### src/rtl/score_keeper.sv
// Game score unit: N-digit packed-BCD score advanced by a divided time tick and bonus events.
// Latency: score and high score update one edge after tick/bonus/gameover; no input backpressure.
module score_keeper #(
    parameter int DIGITS   = 6,
    parameter int TICK_DIV = 50000000,
    parameter int BLANK_LZ = 0
) (
    input  logic                  clk,
    input  logic                  reset,
    input  logic                  start,
    input  logic                  gameover,
    input  logic                  pause,
    input  logic                  bonus_valid,
    input  logic [3:0]            bonus_amt,
    input  logic                  show_hi,
    output logic [4*DIGITS-1:0]   score_bcd,
    output logic [4*DIGITS-1:0]   hiscore_bcd,
    output logic                  running,
    output logic                  new_hiscore,
    output logic                  overflow,
    output logic [7*DIGITS-1:0]   seg
);
    localparam int DW = $clog2(TICK_DIV);
    localparam logic [DW-1:0] DIV_LAST = DW'(TICK_DIV - 1);
    localparam logic [4*DIGITS-1:0] ALL_NINES = {DIGITS{4'h9}};

    typedef enum logic [1:0] {S_IDLE, S_RUN, S_PAUSED, S_OVER} state_t;

    state_t                r_state;
    logic [DW-1:0]         r_div;
    logic [4*DIGITS-1:0]   r_score;
    logic [4*DIGITS-1:0]   r_hiscore;
    logic                  r_new_hi;
    logic                  r_ovf;

    logic                  w_tick;
    logic [4:0]            w_addend;
    logic [4*DIGITS-1:0]   w_sum;
    logic                  w_carry_out;
    logic [4:0]            w_dsum;
    logic [1:0]            w_c;

    assign w_tick   = (r_div == DIV_LAST);
    assign w_addend = {4'd0, w_tick} + (bonus_valid ? {1'b0, bonus_amt} : 5'd0);

    // Digit 0 sees up to 9+16, so its carry can be 2; every higher digit carries at most 1.
    always_comb begin
        w_sum  = '0;
        w_c    = 2'd0;
        w_dsum = 5'd0;
        for (int i = 0; i < DIGITS; i++) begin
            w_dsum = {1'b0, r_score[4*i +: 4]} + ((i == 0) ? w_addend : {3'd0, w_c});
            if (w_dsum >= 5'd20) begin
                w_sum[4*i +: 4] = 4'(w_dsum - 5'd20);
                w_c = 2'd2;
            end else if (w_dsum >= 5'd10) begin
                w_sum[4*i +: 4] = 4'(w_dsum - 5'd10);
                w_c = 2'd1;
            end else begin
                w_sum[4*i +: 4] = w_dsum[3:0];
                w_c = 2'd0;
            end
        end
        w_carry_out = (w_c != 2'd0);
    end

    always_ff @(posedge clk or negedge reset) begin
        if (!reset) begin
            r_state   <= S_IDLE;
            r_div     <= '0;
            r_score   <= '0;
            r_hiscore <= '0;
            r_new_hi  <= 1'b0;
            r_ovf     <= 1'b0;
        end else begin
            case (r_state)
                S_IDLE, S_OVER: begin
                    if (start) begin
                        r_state  <= S_RUN;
                        r_score  <= '0;
                        r_div    <= '0;
                        r_ovf    <= 1'b0;
                        r_new_hi <= 1'b0;
                    end
                end
                S_RUN, S_PAUSED: begin
                    if (gameover) begin
                        r_state <= S_OVER;
                        if (r_score > r_hiscore) begin
                            r_hiscore <= r_score;
                            r_new_hi  <= 1'b1;
                        end
                    end else if (r_state == S_PAUSED) begin
                        if (!pause)
                            r_state <= S_RUN;
                    end else if (pause) begin
                        r_state <= S_PAUSED;
                    end else begin
                        r_div <= w_tick ? '0 : r_div + DW'(1);
                        if (w_carry_out) begin
                            r_score <= ALL_NINES;
                            r_ovf   <= 1'b1;
                        end else begin
                            r_score <= w_sum;
                        end
                    end
                end
                default: r_state <= S_IDLE;
            endcase
        end
    end

    assign score_bcd   = r_score;
    assign hiscore_bcd = r_hiscore;
    assign running     = (r_state == S_RUN);
    assign new_hiscore = r_new_hi;
    assign overflow    = r_ovf;

    function automatic logic [6:0] f_seg(input logic [3:0] d);
        case (d)
            4'd0:    f_seg = 7'b1000000;
            4'd1:    f_seg = 7'b1111001;
            4'd2:    f_seg = 7'b0100100;
            4'd3:    f_seg = 7'b0110000;
            4'd4:    f_seg = 7'b0011001;
            4'd5:    f_seg = 7'b0010010;
            4'd6:    f_seg = 7'b0000010;
            4'd7:    f_seg = 7'b1111000;
            4'd8:    f_seg = 7'b0000000;
            4'd9:    f_seg = 7'b0011000;
            default: f_seg = 7'b1111111;
        endcase
    endfunction

    logic [4*DIGITS-1:0] w_disp;
    logic                w_upper_zero;

    // Walk from the top digit down so a digit blanks only when everything above it is zero.
    always_comb begin
        w_disp       = show_hi ? r_hiscore : r_score;
        seg          = '1;
        w_upper_zero = 1'b1;
        for (int i = DIGITS - 1; i >= 0; i--) begin
            w_upper_zero = w_upper_zero && (w_disp[4*i +: 4] == 4'd0);
            if ((BLANK_LZ != 0) && (i > 0) && w_upper_zero)
                seg[7*i +: 7] = 7'b1111111;
            else
                seg[7*i +: 7] = f_seg(w_disp[4*i +: 4]);
        end
    end
endmodule

### config.mk
export PLATFORM = sky130hd
export DESIGN_NAME = score_keeper
export DESIGN_NICKNAME = d
export VERILOG_FILES = /design/src/rtl/score_keeper.sv
export SDC_FILE = /design/constraint.sdc
export NUM_CORES = 1
export LEC_CHECK = 0
export BUFFER_PORTS_ARGS = -buffer_cell sky130_fd_sc_hd__buf_2
export CORE_MARGIN = 4
export CORE_UTILIZATION = 40
export DETAILED_ROUTE_END_ITERATION = 12
export HOLD_SLACK_MARGIN = 0.08
export SETUP_SLACK_MARGIN = 0.3
export SLEW_MARGIN = 5
export SYNTH_ARGS = -nofsm -noshare
export SYNTH_HDL_FRONTEND = slang
export SYNTH_SLANG_ARGS = --single-unit
### constraint.sdc
create_clock -name clk -period 12.14 [get_ports clk]
set_input_delay 2.428 -clock clk [delete_from_list [all_inputs] [get_ports clk]]
set_output_delay 2.428 -clock clk [all_outputs]
set_load 0.01 [all_outputs]
==> impl_metrics.json <==
{
  "outcome": "complete, no violations",
  "crit_type": "in2reg",
  "drv_slew": 0,
  "wl_mm": 21.0,
  "portBuffers": 103,
  "synth_warnings": 0,
  "top_layer": "met4",
  "hold_depth": 1,
  "fin_util_pct": 54.0,
  "clock.fmax_ghz": 0.0837,
  "cts_tree": "yes",
  "final_common_cell": "nand2_1",
  "crit_buf_inv": 9,
  "path_delay_family": "adder cells",
  "hold_violations": 0,
  "fin_skew_ns": 0.0120,
  "rsz0062_at_grt": "yes",
  "dr.pass1.iters": 4,
  "critPathArrivalTime_ns": 12.20,
  "sequentialPowerShare_pct": 22.9,
  "whs_endpoint": "r_div[17]$_DFFE_PN0P_",
  "die_h_um": 142,
  "setup-violations-final": 0,
  "power_frac_comb_pct": 56.4,
  "rows": 48,
  "leakage_nw": 4.46,
  "netlist-cell-type-count": 72,
  "ff2ff_path_depth": 65,
  "detail-route-antenna-nets": 0,
  "drive_gt1_share_pct": 31.6,
  "synthFlopType": "dfrtp_1",
  "cpPeakStageDelay_ns": 0.36,
  "gr-usage-all-layers_pct": 20.4,
  "critical_path_depth": 59,
  "synth_edf_count": 0,
  "vias": 7097,
  "maxSlewHeadroom_pct": 31.2,
  "root_buffer": "clkbuf_16",
  "dp_hpwl_mm": 15.2,
  "async_reset_ff_share_pct": 100,
  "nets": 1139,
  "timing.rr.end": "score_bcd[7]$_DFFE_PN0P_",
  "cts-buffers-inserted": 9,
  "dpl_cell_area_um2": 8660,
  "cts_hold_buf": 0,
  "ir_worst_vdd_mv": 0.103,
  "wl_met2_mm": 9.98,
  "antenna_cells": 0,
  "clk_pin_slew_ns": 0.06,
  "clk_latency_ns": 0.35,
  "clockBufferDepth": 2,
  "hp-class": "reg2reg",
  "syn_area_per_cell_um2": 8.07,
  "drt_iter0_drc": 415,
  "wire_per_inst_um": 16.4,
  "drc": 0,
  "pin_count": 104,
  "antenna_found_initial": 0,
  "grt_max_degree": 69,
  "wl_met3_mm": 1.04,
  "path_common_cell": "ha_2",
  "dp.cells": 1237,
  "netlist_area_um2": 7210,
  "stdcell_count": 1279,
  "timing.rr.start": "r_div[0]$_DFFE_PN0P_",
  "crit_path_end_kind": "flop",
  "critical_path.startpoint_type": "primary input",
  "tightest_slew_ns": 1.02,
  "grt-ovfl-total": 0,
  "final_cell_area_um2": 9440,
  "p_int_mw": 0.877,
  "grt_pass1_wl_mm": 34.1,
  "holdWs_ns": 0.475,
  "synth-seq-cells": 78,
  "cellPowerDensity_nw_per_um2": 168,
  "htree_levels": 3,
  "power_switching_mw": 0.713,
  "path_max_fanout": 9,
  "routed_via_density": 5.55,
  "die-area_um2": 20200,
  "m1WireLength_mm": 9.69,
  "swShare_pct": 44.8,
  "min_period_over_period_pct": 98.4,
  "cts_sinks": 78,
  "syn_inst": 894,
  "dp_slack_ns": -0.295,
  "area_delta_synth_final_pct": 30.9,
  "grt_pass1_vias": 6774,
  "yosysSeqAreaShare_pct": 27.1,
  "period_minus_slack_ns": 11.94,
  "final_cell_mix": "nand2_1, buf_2, buf_4, o21ai_0, dfrtp_1",
  "fin_ws_ns": 0.198,
  "die_w_um": 142,
  "hp-start": "r_div[17]$_DFFE_PN0P_",
  "slowest_stage": "fa_2",
  "required_ns": 12.40,
  "clock_power_share_pct": 20.6,
  "gp_congestion": 0.905,
  "initial_utilization_pct": 41.3,
  "syn_nets": 984,
  "rrSetupSlack_ns": 1.03,
  "coreArea_um2": 17500,
  "drv_cap": 0
}
## power by group through the flow
stage	Clock [mW]	Combinational [mW]	Sequential, mW
after floorplan	0	0.572	0.363
after global placement	0	0.861	0.369
after detailed placement	0	0.864	0.369
after CTS	0.337	0.899	0.365
after global routing	0.347	0.993	0.373
final	0.328	0.898	0.365
## area by class of cell
type / count / area, um^2
Inverter: 61 / 229
Clock inverter: 6 / 116
Sequential cell: 78 / 1950
Timing Repair Buffer: 188 / 1220
Fill cell: 1609 / 8040
Multi-Input combinational cell: 711 / 5410
Tap cell: 225 / 282
Clock buffer: 10 / 239
## repair_timing
item,CTS,global route
cloned,1,0
endpoints found under the hold margin,0,0
setup buffers,16,9
pin swaps,26,15
setup endpoints to repair,23,24
gates resized for setup,23,17
## metal layers
metal  up-vias  global-route usage [%]
met5         -                       0
li1       3546                       -
met1      3380                    26.6
met2       144                    34.9
met3        27                    4.13
met4         0                    4.70
## synth_stat cells, types with 7 or more instances
library cell | n | area share, %
nand2b_1 | 7 | 0.61
nand3_1 | 19 | 1.3
a21o_1 | 10 | 1.0
and3_1 | 14 | 1.2
o211ai_1 | 8 | 0.83
nor2b_1 | 12 | 1.0
o22ai_1 | 8 | 0.69
o21ai_0 | 81 | 5.6
o21ai_2 | 7 | 0.85
o21a_1 | 7 | 0.73
nand2_1 | 129 | 6.7
xnor2_1 | 12 | 1.5
nor2_1 | 47 | 2.4
nand4_1 | 12 | 1.0
inv_1 | 60 | 3.1
mux2i_1 | 16 | 2.2
a21oi_1 | 64 | 4.4
mux2_2 | 25 | 3.9
ha_1 | 77 | 13
a22oi_1 | 21 | 2.2
nor3_1 | 18 | 1.2
and2_1 | 7 | 0.61
clkbuf_1 | 43 | 2.2
xor2_1 | 7 | 0.85
dfrtp_1 | 78 | 27
o31ai_1 | 11 | 1.1
a31oi_1 | 13 | 1.1
## state kept, by name, summed over array words and instances, names as in the netlist
| register | cells |
|---|---|
| r_state | 2 |
| overflow | 1 |
| score_bcd | 24 |
| new_hiscore | 1 |
| r_div | 26 |
| hiscore_bcd | 24 |
## stage by stage
stage | total power [mW] | setup TNS, ns
after global placement | 1.23 | 0
after detailed placement | 1.23 | -5.14
after global routing | 1.71 | -2.48
after CTS | 1.60 | 0
after floorplan | 0.934 | -6.53
final | 1.59 | 0
## cell families after synthesis
logic type,share of synthesized area [%]
AOI/OAI and AO/OA,25.3
xor gates and xnor gates,2.31
adders and majority gates,14.6
buffers and inverters,5.57
DFF,27.1
muxes,6.12
and+or+nand+nor,19.0
## worst max-delay path by stage
stage | startpoint | to | slack, ns
after CTS | bonus_amt[0] | score_bcd[10]$_DFFE_PN0P_ | 0.25
after global routing | bonus_amt[0] | score_bcd[18]$_DFFE_PN0P_ | -0.16
after global placement | bonus_valid | score_bcd[18]$_DFFE_PN0P_ | 0.01
after floorplan | bonus_amt[0] | score_bcd[18]$_DFFE_PN0P_ | -0.38
after detailed placement | bonus_valid | score_bcd[10]$_DFFE_PN0P_ | -0.29
final | bonus_amt[0] | score_bcd[7]$_DFFE_PN0P_ | 0.20
Power figures use the tool's default switching activity.
